## src/rtl/rr_grant_pkg.sv

```systemverilog
// Purpose : shared types and helpers for the round-robin grant scheduler.
// Latency : n/a (types, constants and a pure function only).
// Backpressure: n/a.
// Contents: state_t (IDLE/GRANT/GAP), N_REQ, IDX_W, onehot_to_idx (4-to-2 encoder mapping).
package rr_grant_pkg;

  localparam int N_REQ = 4;
  localparam int IDX_W = 2;

  typedef enum logic [1:0] {
    IDLE  = 2'd0,
    GRANT = 2'd1,
    GAP   = 2'd2
  } state_t;

  // Same mapping as the 4-to-2 encoder feeding the shared channel select.
  // Non-one-hot input encodes to 0; the scheduler never produces one.
  function automatic logic [IDX_W-1:0] onehot_to_idx(input logic [N_REQ-1:0] oh);
    logic [IDX_W-1:0] idx;
    idx = '0;
    case (oh)
      4'b0001: idx = 2'd0;
      4'b0010: idx = 2'd1;
      4'b0100: idx = 2'd2;
      4'b1000: idx = 2'd3;
      default: idx = 2'd0;
    endcase
    return idx;
  endfunction

endpackage

```

## src/rtl/rr_pick.sv

```systemverilog
// Purpose : combinational rotating-priority picker; scans REQ from ptr upward, mod 4.
// Latency : 0 cycles (pure combinational).
// Backpressure: none; the caller decides when to act on win_idx/any_req.
// Ports   : REQ[3:0] requests, ptr[1:0] highest-priority line, win_idx[1:0] first hit, any_req.
module rr_pick
  import rr_grant_pkg::*;
(
  input  logic [N_REQ-1:0] REQ,
  input  logic [IDX_W-1:0] ptr,
  output logic [IDX_W-1:0] win_idx,
  output logic             any_req
);

  logic [IDX_W-1:0] cand;

  // Walk from lowest priority (ptr+3) to highest (ptr) so the last hit
  // written, i.e. the one closest to ptr, is the winner.
  always_comb begin
    win_idx = '0;
    cand    = '0;
    any_req = |REQ;
    for (int i = N_REQ - 1; i >= 0; i--) begin
      cand = ptr + IDX_W'(i);
      if (REQ[cand]) begin
        win_idx = cand;
      end
    end
  end

endmodule

```

## src/rtl/rr_grant_scheduler.sv

```systemverilog
// Purpose : round-robin owner of the shared 4-to-2 channel; registered one-hot grant + index.
// Latency : 1 cycle REQ->GNT; release drops GNT next edge, then one GAP cycle before any regrant.
// Backpressure: grant held until DONE, owner REQ drop, or (RR_GRANT_TIMEOUT_EN) MAX_HOLD cycles.
// Ports   : clk, rst_n (sync, active-low), REQ[3:0], DONE -> GNT[3:0], GNT_IDX[1:0], GNT_VALID, TIMEOUT.
// Config  : define RR_GRANT_TIMEOUT_EN to enable forced release and the TIMEOUT pulse.
module rr_grant_scheduler
  import rr_grant_pkg::*;
#(
  parameter int MAX_HOLD = 16,
  parameter int CNT_W    = 8
) (
  input  logic             clk,
  input  logic             rst_n,
  input  logic [N_REQ-1:0] REQ,
  input  logic             DONE,
  output logic [N_REQ-1:0] GNT,
  output logic [IDX_W-1:0] GNT_IDX,
  output logic             GNT_VALID,
  output logic             TIMEOUT
);

  // Reject configurations where the hold counter could not reach MAX_HOLD-1.
  if (MAX_HOLD < 2 || MAX_HOLD > 255 || (2 ** CNT_W) <= MAX_HOLD) begin : g_bad_cfg
    $error("rr_grant_scheduler: illegal MAX_HOLD/CNT_W combination");
  end

  state_t           state;
  logic [IDX_W-1:0] ptr;
  logic [IDX_W-1:0] win_idx;
  logic             any_req;
  logic [N_REQ-1:0] win_oh;
  logic             owner_rel;
  logic             timeout_fire;
  logic             release_now;

  rr_pick u_pick (
    .REQ     (REQ),
    .ptr     (ptr),
    .win_idx (win_idx),
    .any_req (any_req)
  );

  assign win_oh = N_REQ'(1) << win_idx;

  // Owner-driven release: explicit DONE or the owner dropping its request.
  assign owner_rel   = (state == GRANT) && (DONE || !REQ[GNT_IDX]);
  assign release_now = owner_rel || timeout_fire;

`ifdef RR_GRANT_TIMEOUT_EN
  logic [CNT_W-1:0] hold_cnt;
  logic             timeout_q;

  // Counter sits at 0 outside GRANT, so it is 0 on the first GRANT cycle
  // and equals MAX_HOLD-1 on the MAX_HOLD-th one.
  assign timeout_fire = (state == GRANT) && !owner_rel &&
                        (hold_cnt == CNT_W'(MAX_HOLD - 1));

  always_ff @(posedge clk) begin
    if (!rst_n) begin
      hold_cnt  <= '0;
      timeout_q <= 1'b0;
    end else begin
      timeout_q <= timeout_fire;
      if (state == GRANT && !release_now) begin
        hold_cnt <= hold_cnt + CNT_W'(1);
      end else begin
        hold_cnt <= '0;
      end
    end
  end

  assign TIMEOUT = timeout_q;
`else
  assign timeout_fire = 1'b0;
  assign TIMEOUT      = 1'b0;
`endif

  always_ff @(posedge clk) begin
    if (!rst_n) begin
      state     <= IDLE;
      ptr       <= '0;
      GNT       <= '0;
      GNT_IDX   <= '0;
      GNT_VALID <= 1'b0;
    end else begin
      case (state)
        // IDLE and GAP arbitrate identically; GAP only exists to force
        // one GNT=0 cycle between consecutive owners.
        IDLE, GAP: begin
          if (any_req) begin
            GNT       <= win_oh;
            GNT_IDX   <= onehot_to_idx(win_oh);
            GNT_VALID <= 1'b1;
            state     <= GRANT;
          end else begin
            state <= IDLE;
          end
        end
        GRANT: begin
          // GNT_IDX keeps its last value across the release.
          if (release_now) begin
            GNT       <= '0;
            GNT_VALID <= 1'b0;
            ptr       <= GNT_IDX + IDX_W'(1);
            state     <= GAP;
          end
        end
        default: begin
          GNT       <= '0;
          GNT_VALID <= 1'b0;
          state     <= IDLE;
        end
      endcase
    end
  end

endmodule

```

## config.mk

```make
export PLATFORM = sky130hd
export DESIGN_NAME = rr_grant_scheduler
export DESIGN_NICKNAME = d
export VERILOG_FILES = /design/src/rtl/rr_grant_pkg.sv /design/src/rtl/rr_pick.sv /design/src/rtl/rr_grant_scheduler.sv
export SDC_FILE = /design/constraint.sdc
export NUM_CORES = 1
export LEC_CHECK = 0
export CELL_PAD_IN_SITES_DETAIL_PLACEMENT = 2
export CELL_PAD_IN_SITES_GLOBAL_PLACEMENT = 2
export CORE_MARGIN = 8
export CORE_UTILIZATION = 35
export CTS_CLUSTER_DIAMETER = 30
export CTS_CLUSTER_SIZE = 10
export DETAILED_ROUTE_END_ITERATION = 10
export DONT_BUFFER_PORTS = 1
export GPL_TIMING_DRIVEN = 0
export PLACE_DENSITY_LB_ADDON = 0.1
export SLEW_MARGIN = 10
export SYNTH_ARGS = -nofsm -noshare
export SYNTH_HDL_FRONTEND = slang
export SYNTH_HIERARCHICAL = 1
export SYNTH_SLANG_ARGS = --single-unit
```

## constraint.sdc

```tcl
create_clock -name clk -period 2.75 [get_ports clk]
set_input_delay 0.55 -clock clk [delete_from_list [all_inputs] [get_ports clk]]
set_output_delay 0.55 -clock clk [all_outputs]
set_load 0.1 [all_outputs]
```

==> impl_metrics.env <==
export IMPL_die_h_microns=57.12
export IMPL_synth_top_family_by_area="simple AND/OR/NAND/NOR gates"
export IMPL_drtPass1Iterations=2
export IMPL_setup_viol=0
export IMPL_p_leak_nw=0.2249
export IMPL_grt_overflow=0
export IMPL_die_w_microns=57.12
export IMPL_antenna_found_initial=0
export IMPL_grt_pass1_vias=562
export IMPL_fin_setup_tns_ns=0
export IMPL_yosys_warnings=6
export IMPL_dieArea_sq_um=3263
export IMPL_clock_sinks=11
export IMPL_h_tree_depth=1
export IMPL_netlist_area_sq_um=591.8
export IMPL_worstReg2RegStart="GNT_IDX[0]$_SDFFE_PN0P_"
export IMPL_fin_util_pct=38.71
export IMPL_rows=15
export IMPL_async_reset_ff_share_pct=0
export IMPL_synth_edff_count=0
export IMPL_clk_pin_slew_ns=0.07
export IMPL_cts_hold_buf=0
export IMPL_grt_max_degree=9
export IMPL_routed_wl_microns=1467
export IMPL_synth_nets=79
export IMPL_ios=15
export IMPL_finalHoldViolCount=0
export IMPL_drt_iter0_markers=2
export IMPL_cts_buffers=3
export IMPL_fin_crit_sh_pct=75.84
export IMPL_final_nets=84
export IMPL_synthAdderAreaFrac_pct=0
export IMPL_crit_start="GNT_IDX[0]$_SDFFE_PN0P_"
export IMPL_maxCapViolations=0
export IMPL_p_total_w=0.0004231
export IMPL_fin_cells=93
export IMPL_area_growth_pct=8.034
export IMPL_vias=523
export IMPL_numPortBuffers=0
export IMPL_viasPerCell=5.624
export IMPL_hold_class="input pin to flip-flop"
export IMPL_ys_dominant_reg_cell="dfxtp_1"
export IMPL_crit_required_ns=2.93
export IMPL_insertion_delay_ns=0.26
export IMPL_yosysSeqAreaShare_pct=37.21
export IMPL_yosysTopAreaCellShare_pct=37.21
export IMPL_status="finished, final reports clean"
export IMPL_relSlewSlack_pct=28.17
export IMPL_drc=0
export IMPL_layout_common_cells="11 x dfxtp_1, 8 x nor2_1, 8 x a21oi_1"
export IMPL_startpoint_type="flip-flop"
export IMPL_drt_wirelength_per_cell_microns=15.77
export IMPL_syn_avg_cell_area_sq_um=8.220
export IMPL_layout_drive_gt1_share_pct=14.47
export IMPL_worstPathMaxFanout=5
export IMPL_worstSetupPathType="flip-flop to flip-flop"
export IMPL_place_congestion=0.6927
export IMPL_synth_seq_cells=11
export IMPL_worst_pin_slew_ns=1.076
export IMPL_dp_hpwl_microns=1194
export IMPL_skew_ns=0.0009800
export IMPL_yosysTopAreaCell="dfxtp_1"
export IMPL_vdd_ir_drop_max_mv=0.2450
export IMPL_ys_types=28
export IMPL_hp_start="rst_n"
export IMPL_synth_xor_area_share_pct=1.480
export IMPL_dp_cells=89
export IMPL_period_needed_ns=2.086
export IMPL_cts_resized=0
export IMPL_core_sq_um=1652
export IMPL_post_cts_setup_buffer_count=0
export IMPL_synthCells=72
export IMPL_drv_slew=0
export IMPL_synth_compound_area_share_pct=24.74
export IMPL_synthTopCellsByArea="dfxtp_1 37%, a21oi_1 6.8%, nand2b_1 5.3%"
export IMPL_cts_root_buf="clkbuf_4"
export IMPL_whs_ns=0.4276
export IMPL_end_kind="flip-flop"
export IMPL_final_common_cell="dfxtp_1"
export IMPL_fill_cells=193
export IMPL_synthSimpleGateAreaFrac_pct=25.16
export IMPL_muxShareOfSynthArea_pct=5.074
export IMPL_clock_path_buffers=2
export IMPL_start_util_pct=35.83
export IMPL_ant_nets=0
export IMPL_power_density_nw_per_um2=661.8
export IMPL_rsz0062_at_grt="no"
export IMPL_diodes=0
export IMPL_cts_tree="yes"
export IMPL_max_freq_mhz=479.5
export IMPL_grt_pass1_wl_microns=2573
export IMPL_cp_data_arrival_time_ns=2.26
export IMPL_grt_use_total_pct=9.763
metal layers:
metal	track usage, %	vias to the layer above	routed length [microns]
met4	4.027	0	12
met1	9.974	257	592
met3	4.213	2	108
li1	-	256	-
met2	16.90	8	754
met5	0	-	0
metrics by stage:
stage / setup slack [ns] / instance area, sq um
floorplan: 0.7929 / 591.8
global placement: 0.6709 / 613.1
detailed placement: 0.6439 / 613.1
CTS: 0.6300 / 639.4
global route: 0.5002 / 639.4
finish: 0.6643 / 639.4
where the power goes:
part / total, W / internal (W) / switching (W)
clock network: 0.000107 / 0.0000560 / 0.0000506
logic: 0.0000857 / 0.0000356 / 0.0000501
registers: 0.000231 / 0.000171 / 0.0000594
layout make-up:
| type | instances | area, sq um | area share, % |
|---|---|---|---|
| multi-input cells | 55 | 337.8 | 52.84 |
| well taps | 17 | 21.27 | 3.327 |
| plain buffers | 3 | 22.52 | 3.523 |
| clock buffers | 4 | 26.28 | 4.110 |
| flip-flops and latches | 11 | 220.2 | 34.44 |
| inverters | 3 | 11.26 | 1.761 |
logic make-up after synthesis:
kind of cell	Yosys count
simple gates	29
compound gates	21
flops	11
buf+inv	6
mux	3
xor+xnor	1
other cells	1
synthesized netlist by cell type (2+ instances only):
master,count
dfxtp_1,11
nand3b_1,2
nand2b_1,5
nor2b_1,2
a21oi_1,8
nor2_1,8
o21ai_0,2
a211oi_1,4
inv_1,3
a21o_1,2
nand2_1,6
mux2i_1,3
worst max-delay path, stage by stage (launching register included):
cell	delay [ns]
dfxtp_1	0.98
buf_6	0.23
mux2i_1	0.26
o221a_2	0.29
nor2_1	0.05
a211oi_1	0.19
path summary, 6_finish.rpt:
check / slack (ns) / endpoint / cells after the start
worst max-delay path: 0.66 / ptr[1]$_SDFFE_PN0P_ / 5
worst min-delay path: 0.43 / GNT_VALID$_SDFFE_PN0P_ / 2
worst max register to register: 0.66 / ptr[1]$_SDFFE_PN0P_ / 5
worst min register to register: 0.50 / GNT_VALID$_SDFFE_PN0P_ / 1
registers in the layout, indices dropped and copies added, names as in the netlist:
| signal | flops |
|---|---|
| GNT_VALID | 1 |
| state | 2 |
| ptr | 2 |
| GNT | 4 |
| GNT_IDX | 2 |
Power figures use the tool's default switching activity.
